[config.mk]
export PLATFORM = sky130hd
export DESIGN_NAME = ball_motion_sequencer
export DESIGN_NICKNAME = d
export VERILOG_FILES = /design/src/rtl/ball_motion_sequencer.sv
export SDC_FILE = /design/constraint.sdc
export NUM_CORES = 1
export LEC_CHECK = 0
export CORE_ASPECT_RATIO = 1.4
export CORE_MARGIN = 2
export CORE_UTILIZATION = 50
export CTS_CLUSTER_DIAMETER = 120
export DETAILED_ROUTE_END_ITERATION = 6
export DONT_BUFFER_PORTS = 1
export PLACE_DENSITY_LB_ADDON = 0.12
export SLEW_MARGIN = 20
export SYNTH_ARGS = -nofsm -noshare
export SYNTH_HDL_FRONTEND = slang
export SYNTH_SLANG_ARGS = --single-unit
[constraint.sdc]
create_clock -name pclk -period 10.3 [get_ports pclk]
set_clock_uncertainty 0.1 [all_clocks]
set_input_delay 2.06 -clock pclk [delete_from_list [all_inputs] [get_ports pclk]]
set_output_delay 2.06 -clock pclk [all_outputs]
set_load 0.01 [all_outputs]
[src/rtl/ball_motion_sequencer.sv]
// ball_motion_sequencer
//
// Purpose: holds position and velocity state for N bouncing balls. On each accepted
// frame-start pulse it steps every slot once, one slot per pclk in index order. Each
// axis bounces off 0 and off (resolution - ball size). A configuration port rewrites
// a slot while idle. A one-cycle-latency read port exposes any slot's position.
//
// Ports:
//   pclk, reset_n         pixel clock; asynchronous active-low reset
//   i_frame_start         one-cycle pulse that requests an update pass
//   i_freeze              suppresses new passes (a pass in flight still completes)
//   cfg_we, cfg_idx,      slot configuration write (position is clamped to the
//   cfg_x/y, cfg_dx/dy    legal range; direction bits are cleared)
//   rd_idx, o_rd_x/y      registered read port (0 for out-of-range index)
//   o_busy                high while slots are being stepped
//   o_done                one-cycle pulse when a pass completes
//   o_overrun             one-cycle pulse when a frame start is dropped (busy)
//   o_cfg_drop            one-cycle pulse when a config write is dropped (busy)
//   o_frame_cnt           completed-pass counter, wraps 255 -> 0
module ball_motion_sequencer #(
  parameter int N      = 8,
  parameter int X_RES  = 640,
  parameter int Y_RES  = 480,
  parameter int BALL_W = 16,
  parameter int BALL_H = 16,
  localparam int IW    = (N > 1) ? $clog2(N) : 1
) (
  input  logic          pclk,
  input  logic          reset_n,
  input  logic          i_frame_start,
  input  logic          i_freeze,
  input  logic          cfg_we,
  input  logic [IW-1:0] cfg_idx,
  input  logic [10:0]   cfg_x,
  input  logic [10:0]   cfg_y,
  input  logic [2:0]    cfg_dx,
  input  logic [2:0]    cfg_dy,
  input  logic [IW-1:0] rd_idx,
  output logic [10:0]   o_rd_x,
  output logic [10:0]   o_rd_y,
  output logic          o_busy,
  output logic          o_done,
  output logic          o_overrun,
  output logic          o_cfg_drop,
  output logic [7:0]    o_frame_cnt
);

  localparam logic [10:0] XMax = 11'(X_RES - BALL_W);
  localparam logic [10:0] YMax = 11'(Y_RES - BALL_H);

  typedef enum logic [1:0] {StIdle, StRun, StDone} state_e;

  // Control state
  state_e        state_q;
  logic [IW-1:0] idx_q;
  logic          busy_q;
  logic          done_q;
  logic          overrun_q;
  logic          cfg_drop_q;
  logic          armed_q;
  logic [7:0]    frame_cnt_q;

  // Per-slot state
  logic [10:0]   x_q  [N];
  logic [10:0]   y_q  [N];
  logic [2:0]    dx_q [N];
  logic [2:0]    dy_q [N];
  logic [N-1:0]  dir_x_q;
  logic [N-1:0]  dir_y_q;

  // Read port
  logic [10:0]   rd_x_q;
  logic [10:0]   rd_y_q;

  // Decoded strobes
  logic          cfg_idx_ok;
  logic          rd_idx_ok;
  logic          cfg_wr;
  logic          cfg_drop_d;
  logic          start_ok;
  logic          overrun_d;
  logic          last_slot;
  logic [11:0]   step_x;
  logic [11:0]   step_y;
  logic [10:0]   cfg_x_clamped;
  logic [10:0]   cfg_y_clamped;

  // One axis step. Returns {new_dir, new_pos}. A zero step holds both position and
  // direction; the decreasing branch compares before subtracting so it never wraps.
  function automatic logic [11:0] step_axis(input logic [10:0] pos, input logic [2:0] d,
                                            input logic dir, input logic [10:0] lim);
    logic [11:0] sum;
    logic [10:0] npos;
    logic        ndir;
    npos = pos;
    ndir = dir;
    sum  = {1'b0, pos} + {9'b0, d};
    if (d != 3'd0) begin
      if (!dir) begin
        if (sum >= {1'b0, lim}) begin
          npos = lim;
          ndir = 1'b1;
        end else begin
          npos = sum[10:0];
        end
      end else begin
        if (pos <= {8'b0, d}) begin
          npos = '0;
          ndir = 1'b0;
        end else begin
          npos = pos - {8'b0, d};
        end
      end
    end
    return {ndir, npos};
  endfunction

  always_comb begin
    cfg_idx_ok    = int'(cfg_idx) < N;
    rd_idx_ok     = int'(rd_idx) < N;
    cfg_wr        = cfg_we && cfg_idx_ok && (state_q == StIdle);
    // Out-of-range indices are silently ignored, so they never count as a drop.
    cfg_drop_d    = cfg_we && cfg_idx_ok && (state_q != StIdle);
    // A frozen frame start is ignored outright: neither a pass nor an overrun.
    start_ok      = i_frame_start && !i_freeze && armed_q && (state_q == StIdle);
    overrun_d     = i_frame_start && !i_freeze && (state_q != StIdle);
    last_slot     = int'(idx_q) == (N - 1);
    step_x        = step_axis(x_q[idx_q], dx_q[idx_q], dir_x_q[idx_q], XMax);
    step_y        = step_axis(y_q[idx_q], dy_q[idx_q], dir_y_q[idx_q], YMax);
    cfg_x_clamped = (cfg_x > XMax) ? XMax : cfg_x;
    cfg_y_clamped = (cfg_y > YMax) ? YMax : cfg_y;
  end

  // Sequencing FSM with registered status outputs
  always_ff @(posedge pclk or negedge reset_n) begin
    if (!reset_n) begin
      state_q     <= StIdle;
      idx_q       <= '0;
      busy_q      <= 1'b0;
      done_q      <= 1'b0;
      overrun_q   <= 1'b0;
      cfg_drop_q  <= 1'b0;
      armed_q     <= 1'b0;
      frame_cnt_q <= 8'd0;
    end else begin
      // armed_q holds off frame starts until the second edge after reset release.
      armed_q    <= 1'b1;
      done_q     <= 1'b0;
      overrun_q  <= overrun_d;
      cfg_drop_q <= cfg_drop_d;
      unique case (state_q)
        StIdle: begin
          if (start_ok) begin
            state_q <= StRun;
            idx_q   <= '0;
            busy_q  <= 1'b1;
          end
        end
        StRun: begin
          if (last_slot) begin
            state_q     <= StDone;
            busy_q      <= 1'b0;
            done_q      <= 1'b1;
            frame_cnt_q <= frame_cnt_q + 8'd1;
          end else begin
            idx_q <= idx_q + 1'b1;
          end
        end
        StDone: begin
          state_q <= StIdle;
        end
        default: begin
          state_q <= StIdle;
        end
      endcase
    end
  end

  // Slot storage. Config writes only happen in idle and steps only in run, so the two
  // write paths never target the same edge.
  always_ff @(posedge pclk or negedge reset_n) begin
    if (!reset_n) begin
      for (int i = 0; i < N; i++) begin
        x_q[i]     <= 11'((i * 37) % (X_RES - BALL_W));
        y_q[i]     <= 11'((i * 23) % (Y_RES - BALL_H));
        dx_q[i]    <= 3'(1 + (i % 4));
        dy_q[i]    <= 3'(1 + ((i + 1) % 4));
        dir_x_q[i] <= 1'b0;
        dir_y_q[i] <= 1'b0;
      end
    end else begin
      if (cfg_wr) begin
        x_q[cfg_idx]     <= cfg_x_clamped;
        y_q[cfg_idx]     <= cfg_y_clamped;
        dx_q[cfg_idx]    <= cfg_dx;
        dy_q[cfg_idx]    <= cfg_dy;
        dir_x_q[cfg_idx] <= 1'b0;
        dir_y_q[cfg_idx] <= 1'b0;
      end
      if (state_q == StRun) begin
        x_q[idx_q]     <= step_x[10:0];
        dir_x_q[idx_q] <= step_x[11];
        y_q[idx_q]     <= step_y[10:0];
        dir_y_q[idx_q] <= step_y[11];
      end
    end
  end

  // Read port: samples the pre-edge slot value, so a same-cycle write reads old data.
  always_ff @(posedge pclk or negedge reset_n) begin
    if (!reset_n) begin
      rd_x_q <= '0;
      rd_y_q <= '0;
    end else if (rd_idx_ok) begin
      rd_x_q <= x_q[rd_idx];
      rd_y_q <= y_q[rd_idx];
    end else begin
      rd_x_q <= '0;
      rd_y_q <= '0;
    end
  end

  assign o_rd_x      = rd_x_q;
  assign o_rd_y      = rd_y_q;
  assign o_busy      = busy_q;
  assign o_done      = done_q;
  assign o_overrun   = overrun_q;
  assign o_cfg_drop  = cfg_drop_q;
  assign o_frame_cnt = frame_cnt_q;

endmodule

# [Word level (Yosys, flattened, before mapping)]
# Cells that the tools add are included.
[word_totals] ff_bits=280
[op_classes] addsub=6 order_cmp=15 n_eq_ne=5 mux=77 bitwise=6 n_reduce_logical=20
[ops] op="bitwise mux 88 bit" count=4
[ops] op="two-way mux 88 bit" count=4
[ops] op="two-way mux 11 bit" count=20
[ops] op="binary-select mux 11 bit (select 3 bit)" count=4
[ops] op="demux 11 bit (select 3 bit)" count=2
[ops] op="bitwise mux 24 bit" count=2
[ops] op="two-way mux 8 bit" count=4
[ops] op="adder 11 x 3 -> 12 bit" count=2
[ops] op="less-or-equal comparator 11 x 3 -> 1 bit" count=2
[ops] op="subtractor 11 x 3 -> 11 bit" count=2
[ops] op="two-way mux 3 bit" count=7
[ops] op="binary-select mux 3 bit (select 3 bit)" count=2
[ops] op="AND 8 bit" count=2
[ops] op="bitwise mux 8 bit" count=2
[ops] op="two-way mux 1 bit" count=16
[ops] op=">= comparator 12 x 10 -> 1 bit, second input constant" count=1
[ops] op=">= comparator 12 x 9 -> 1 bit, second input constant" count=1
[ops] op=">= comparator 4 bit, second input constant" count=3
[ops] op="NOT 3 -> 4 bit" count=3
[ops] op="> comparator 11 x 10 -> 1 bit, second input constant" count=1
[ops] op="> comparator 11 x 9 -> 1 bit, second input constant" count=1
[ops] op="logical AND 1 bit" count=10
[ops] op="demux 3 bit (select 3 bit)" count=1
[ops] op="adder 8 x 1 -> 8 bit, second input constant" count=1
[ops] op="20 further kinds" count=32

# [Longest topological paths before layout]
# Gate-level depths: netlist of the first run.
[depth] ltp_word=11 ltp_mapped=22

# [Worst setup path after synthesis of the first run]
# No wires, ideal clock.
[synth_timing] path_kind="flip-flop to flip-flop" from="register idx_q[0]" to="register y_q[25] (netlist name)" arrival_ps=4600 required_time_ps=10063 path_slack_ps=5463 stages_incl_launch_ff=20 path_buffers=6 path_cell_list="dfrtp_1 > buf_2 > buf_6 > clkbuf_1 > buf_1 > clkbuf_1 > mux4_2 > mux2i_1 > inv_1 > ha_1 > fa_1 > a21oi_1 > or2_1 > clkbuf_1 > o31ai_1 > a2111oi_4 > nor3_2 > a221oi_1 > o22a_2 > a21oi_1"
[synth_via] elab_chain_cells=11
[synth_lines] element="start, declared" line_no="55" source="logic [IW-1:0] idx_q;"
[synth_lines] element="start signal, assigned" line_no="166" source="idx_q <= idx_q + 1'b1;"
[synth_lines] element="NOT 3 -> 4 bit (not written as such)" line_no="129, 203"
[synth_lines] element="binary-select mux 11 bit (select 3 bit) / binary-select mux 3 bit (select 3 bit) (equally long branches)" line_no="129" source="step_y = step_axis(y_q[idx_q], dy_q[idx_q], dir_y_q[idx_q], YMax);"
[synth_lines] element="two-way mux 11 bit (not written as such) / two-way mux 3 bit (equally long branches) (2 in series)" line_no="129"
[synth_lines] element="adder 11 x 3 -> 12 bit" line_no="97" source="sum = {1'b0, pos} + {9'b0, d};"
[synth_lines] element=">= comparator 12 x 9 -> 1 bit" line_no="100" source="if (sum >= {1'b0, lim}) begin"
[synth_lines] element="two-way mux 11 bit" line_no="100"
[synth_lines] element="two-way mux 11 bit" line_no="99" source="if (!dir) begin"
[synth_lines] element="two-way mux 11 bit" line_no="98" source="if (d != 3'd0) begin"
[synth_lines] element="bitwise mux 88 bit *" line_no="203" source="y_q[idx_q] <= step_y[10:0];"
[synth_lines] element="two-way mux 88 bit *" line_no="200" source="if (state_q == StRun) begin"
[synth_lines] element="end signal, assigned by index" line_no="185" source="y_q[i] <= 11'((i * 23) % (Y_RES - BALL_H));"
[synth_lines] element="end signal, assigned by index" line_no="194" source="y_q[cfg_idx] <= cfg_y_clamped;"
[synth_lines] element="end signal, assigned by index" line_no="203"
[synth_lines] element="end, declared" line_no="65" source="logic [10:0] y_q [N];"
# Every way passes the cells marked *; elsewhere a longest branch is shown, timed or not. The select of a mux whose other input is x is not followed.
# A chain may end at the register's enable or synchronous reset.

# [Final worst setup path of the first run]
[layout_timing] from="register idx_q[1]" to="register y_q[79] (netlist name)"
# The elaborated chain is that of the path after synthesis.

==> results.toml, run 1 <==
[detailed_routing]
wl_met1_um = 21790
postRouteAntennaNets = 0
detail_route.first_pass.iterations = 7
drc_errors = 0
top_layer = "met4"
vias_per_cell = 6.605
post_drt_wl_per_cell_um = 26.56
drtIter0Drc = 1371
met3_wirelength_um = 3851
wirelength_um = 57550
wl_met2_um = 28970
vias = 14314

[critical_path]
r2r-end = "y_q[79]"
reg2reg_slack_ns = 3.90
reg2reg_depth = 15
cp-startpoint = "idx_q[1]"
worstSetupEndpointType = "flop"
required_ns = 10.64
cp.arrival_ns = 6.73
worst-setup-path-type = "reg -> reg"
worstSetupStartpointType = "flop"
r2r_start = "idx_q[1]"
cp_max_fo = 42
crit_end = "y_q[79]"

[floorplan]
die_h_um = 221.7
ios = 73
num_rows = 79
coreArea_mm2 = 0.03331
start_util_pct = 50.81
die_area_mm2 = 0.03536
die-width_um = 159.5

[synthesis]
async_flop_share_pct = 100.0
synth-xor-area-share_pct = 0.7244
yosysTopAreaCellShare_pct = 30.31
synth_edf_count = 0
muxShareOfSynthArea_pct = 16.88
ys_seq_area_share_pct = 41.95
synth_top_family_by_area = "compound AO/OA/AOI/OAI gates"
yosysWarnings = 0
synth_compound_area_share_pct = 18.31
synth_nets = 1826
postSynthAreaPerCell_um2 = 9.574
synth_cell_types = 92
synth_adder_area_share_pct = 1.582
synth.cell_area_mm2 = 0.01693
ys_seq_elements = 280
synth_flop_cell = "dfrtp_1"
synth_top_cell_by_area = "dfrtp_1"
syn_inst = 1768
synth-simple-area-share_pct = 16.34
synth_area_leaders = "dfrtp_1 30%, dfstp_2 12%, mux4_2 9.4%"

[placed_design]
dpl.hpwl_um = 36050
gp_routability_congestion = 0.9262
io_buffers = 0

[grt]
grt.overflow.total = 0
grt_pass1_wl_um = 88270
grt_pass1_vias = 14257
antenna_found_initial = 0
grt_max_degree = 281
grtUsageTotal_pct = 32.62

[hold_path]
min_path_cells = 2
hp-class = "reg -> reg"

[timing]
tns_ns = 0
finalHoldViolations = 0
fin_crit_ns = 6.399
worstMarginPinSlew_ns = 0.9826
rsz0062_at_grt = "false"
fin_crit_sh_pct = 62.12
slew_violations = 0
slew_headroom_pct = 33.99
fmax_ghz = 0.1563
setup_viol = 0
holdWs_ns = 0.3564

[finish]
drive_gt1_share_pct = 19.86
final_common_cell = "nand2_1"
area_growth_pct = 8.804
fin_nets = 1756
fin_util_pct = 55.29
final_cell_mix = "345 x nand2_1, 202 x dfrtp_1, 173 x o21ai_0"
n_fill_cell = 3025
diodes = 0

[status]
status = "finished clean"

[clock_network]
cts-buffers-inserted = 30
clkLatencyLatePin_ns = 0.59
postCtsSetupRepairBufs = 0
cts.clk_slew.worst_paths_ns = 0.06
cts_tree = "done"
ctsRootBufferMaster = "clkbuf_16"
clk_path_buf_depth = 3
clkSinkCount = 280
post_cts_resized = 0
h-tree-depth = 1
postCtsHoldBufs = 0

[pwr]
leakage_nw = 7.445
powerDensity_mw_per_mm2 = 410.8
ir_drop_mv = 0.2304

[run]
drv_cap = 0
[per-layer routing]
layer / vias up / track usage, %
li1: 6307 / -
met1: 7183 / 40.35
met2: 648 / 56.53
met3: 176 / 4.097
met4: 0 / 15.75
met5: - / 0
[cells by family (layout without fill, tap and decap cells)]
group	Yosys count	in the layout
compound gates	487	487
fa+ha+maj	19	19
simple gates	633	633
mux	171	171
xor+xnor	14	14
other cells	1	1
flops	280	280
buf+inv	163	117
[critical path: stages, from the launching register on]
cell and delay, ns:
dfrtp_4 0.67, buf_4 0.66, clkinv_1 0.68, nor2_1 0.58, a22oi_1 0.12, o21ai_0 0.51, inv_1 0.10, ha_1 0.47
inv_1 0.07, a21oi_1 0.39, or2_1 0.32, o31ai_1 0.16, a2111oi_4 0.47, nor4_1 0.11, o22ai_1 0.62, o21ai_0 0.16
[stage by stage]
stage	std cells	worst slack (ns)	instance area [um2]	total power, mW
3_3_place_gp	2111	4.084	17190	6.108
4_1_cts	2167	3.972	18410	7.515
6_report	2167	3.901	18420	7.566
2_1_floorplan	1768	5.463	16930	5.005
5_1_grt	2167	3.638	18420	8.024
3_5_place_dp	2111	3.986	17200	6.177
[cell type report]
class	instances	area, um2	share of cell area, %
clock buffers	38	852.1	4.627
inverters	26	97.59	0.5299
multi-input cells	1325	9188	49.89
flip-flops and latches	280	7109	38.60
well taps	445	556.8	3.023
repair buffers	35	262.8	1.427
clock inverters	18	350.3	1.902
[worst min path at each step]
stage | start | to
2_1_floorplan | dx_q[15] | dx_q[15]
3_3_place_gp | dy_q[0] | dy_q[0]
3_5_place_dp | dx_q[19] | dx_q[19]
4_1_cts | dx_q[19] | dx_q[19]
5_1_grt | dx_q[16] | dx_q[16]
6_report | dx_q[16] | dx_q[16]
[registers in the layout, indices dropped and copies added, names as in the netlist]
signal,flops
dir_x_q,8
armed_q,1
idx_q,3
o_overrun,1
o_rd_x,11
state_q,2
dir_y_q,8
o_rd_y,11
x_q,88
o_done,1
y_q,88
o_frame_cnt,8
o_busy,1
dx_q,24
dy_q,24
o_cfg_drop,1
[cell usage after synthesis, types with 10 or more instances]
cell type / instances
mux2i_1: 36
buf_2: 11
nor2b_1: 15
mux4_2: 71
o21ai_0: 173
o21ai_1: 22
dfrtp_1: 205
a211oi_1: 56
nor3_1: 23
a21o_1: 11
xnor2_1: 11
a31oi_1: 10
inv_1: 24
dfstp_2: 75
nor2_1: 107
nand3_1: 67
a221oi_1: 14
ha_1: 15
o211ai_1: 50
nand4_1: 12
mux4_1: 11
mux2_2: 52
a21oi_1: 76
nand2_1: 349
clkbuf_1: 104
[where the power goes]
group / total (mW) / switching [mW] / internal, mW
registers: 2.15 / 0.436 / 1.72
clock network: 1.31 / 0.481 / 0.834
logic: 4.10 / 2.58 / 1.52
(Power assumes the default switching activity.)
==> run 2, diff against run 1 <==
- clock period: 10.3 -> 5.4 ns (I/O delays scaled with it)
==> results.toml, run 2 (same netlist as run 1, synthesis figures left out) <==
[detailed_routing]
vias_per_cell = 6.645
drtIter0Drc = 1296
detail_route.first_pass.iterations = 5
postRouteAntennaNets = 0
vias = 14480
wirelength_um = 58640
post_drt_wl_per_cell_um = 26.91
drc_errors = 0

[clock_network]
postCtsSetupRepairBufs = 0
cts.clk_slew.worst_paths_ns = 0.07
cts_tree = "done"
post_cts_resized = 0
clkSinkCount = 280
h-tree-depth = 1
clk_path_buf_depth = 3
ctsRootBufferMaster = "clkbuf_16"
clkLatencyLatePin_ns = 0.58
postCtsHoldBufs = 0
cts-buffers-inserted = 30

[grt]
grt_pass1_vias = 14508
grtUsageTotal_pct = 33.22
grt_max_degree = 281
grt_pass1_wl_um = 90060
antenna_found_initial = 0
grt.overflow.total = 0

[finish]
area_growth_pct = 8.168
reg_top3 = "x_q: 88 flops, y_q: 88 flops"
final_common_cell = "nand2_1"
final_cell_mix = "343 x nand2_1, 202 x dfrtp_1, 173 x o21ai_0"
fin_nets = 1768
n_fill_cell = 2971
drive_gt1_share_pct = 20.01
diodes = 0

[pwr]
powerDensity_mw_per_mm2 = 777.4
leakage_nw = 7.412
clock_power_share_pct = 14.7
pwr-share-seq_pct = 29.0
power_frac_comb_pct = 56.3
ir_drop_mv = 0.3792
p_int_mw = 7.490
p_sw_share_pct = 47.38
p_switching_mw = 6.743

[status]
status = "finished clean"

[timing]
worstMarginPinSlew_ns = 1.151
slew_headroom_pct = 23.04
slew_violations = 0
tns_ns = 0
fmax_ghz = 0.1965
setup_viol = 0
fin_crit_ns = 5.090
fin_ws_ns = 0.3100
finalHoldViolations = 0
fin_crit_sh_pct = 94.26
rsz0062_at_grt = "false"

[placed_design]
io_buffers = 0
dpl.hpwl_um = 38620
place_ws_ns = 0.4466
gp_routability_congestion = 0.9662

[floorplan]
die_area_mm2 = 0.03536
start_util_pct = 50.81
die-width_um = 159.5
num_rows = 79
ios = 73
die_h_um = 221.7
coreArea_mm2 = 0.03331

[hold_path]
hp-class = "in -> async"

[critical_path]
crit_path_cell_trace = "nor2_1, a221oi_1, o21bai_1, ha_1, inv_1, fa_1, o21bai_1, nand4_1, nor3_1, buf_4, nor3_1, nor3b_1, o21ai_0, a22o_1, o21ai_0"
worstSetupEndpointType = "flop"
crit_path_max_incr_delay_ns = 0.70
worst-setup-path-type = "reg -> reg"
required_ns = 5.77
cp.arrival_ns = 5.46
worstSetupStartpointType = "flop"
cpMaxStageDelayCell = "nor3b_1"
cp_max_fo = 25

[run]
drv_cap = 0
-- run 2: path summary, 6_finish.rpt --
path                       cells after the start  slack (ns)      from        endpoint
hold reg to reg                                2        0.36   dy_q[7]         dy_q[7]
max in group asynchronous                      0        4.55   reset_n         y_q[65]
hold / removal                                 0         0.1   reset_n  o_frame_cnt[7]
setup / recovery                              15        0.31  idx_q[1]      dir_x_q[7]
setup reg to reg                              15        0.31  idx_q[1]      dir_x_q[7]
min in group pclk                              2        0.36   dy_q[7]         dy_q[7]
-- run 2: stage by stage --
stage	power, mW	area [um2]	std cells	utilization [%]	hold WS (ns)
detailed placement	11.98	17300	2123	51.93	0.3484
global route	15.11	18310	2179	54.96	0.08152
CTS	14.12	18290	2179	54.90	0.08455
global placement	11.87	17300	2123	51.93	0.3448
floorplan	9.547	16930	1768	-	0.3368
finish	14.23	18310	2179	54.96	0.09968
-- run 2: power by group through the flow --
stage / Combinational [mW] / Sequential, mW / Clock, mW
final: 8.02 / 4.12 / 2.09
after global routing: 8.69 / 4.21 / 2.20
after CTS: 7.89 / 4.10 / 2.13
after detailed placement: 7.85 / 4.13 / 0
after global placement: 7.77 / 4.10 / 0
after floorplan: 5.80 / 3.75 / 0
-- run 2: layout make-up --
cell class	instances	area, um2	area share (%)
Multi-Input combinational cell	1325	9188	50.18
Tap cell	445	556.8	3.041
Sequential cell	280	7109	38.83
Inverter	26	97.59	0.5330
Clock buffer	50	937.1	5.119
Timing Repair Buffer	47	365.4	1.995
Clock inverter	6	55.05	0.3007
-- run 2: per-layer routing --
metal	wire length (um)	track usage, %	vias to the layer above
li1	-	-	6321
met1	22450	41.64	7260
met2	28870	55.98	690
met3	3895	4.658	209
met4	3425	17.33	0
met5	0	0	-
-- run 2: worst max-delay path, delay by kind of cell, from the launching register on --
family,cells,cell delay (ns)
AO/OA/AOI/OAI,6,1.51
adder cells (fa/ha/maj),2,0.69
buffers and inverters,2,0.22
flip-flops,1,0.66
AND/OR/NAND/NOR,5,1.76
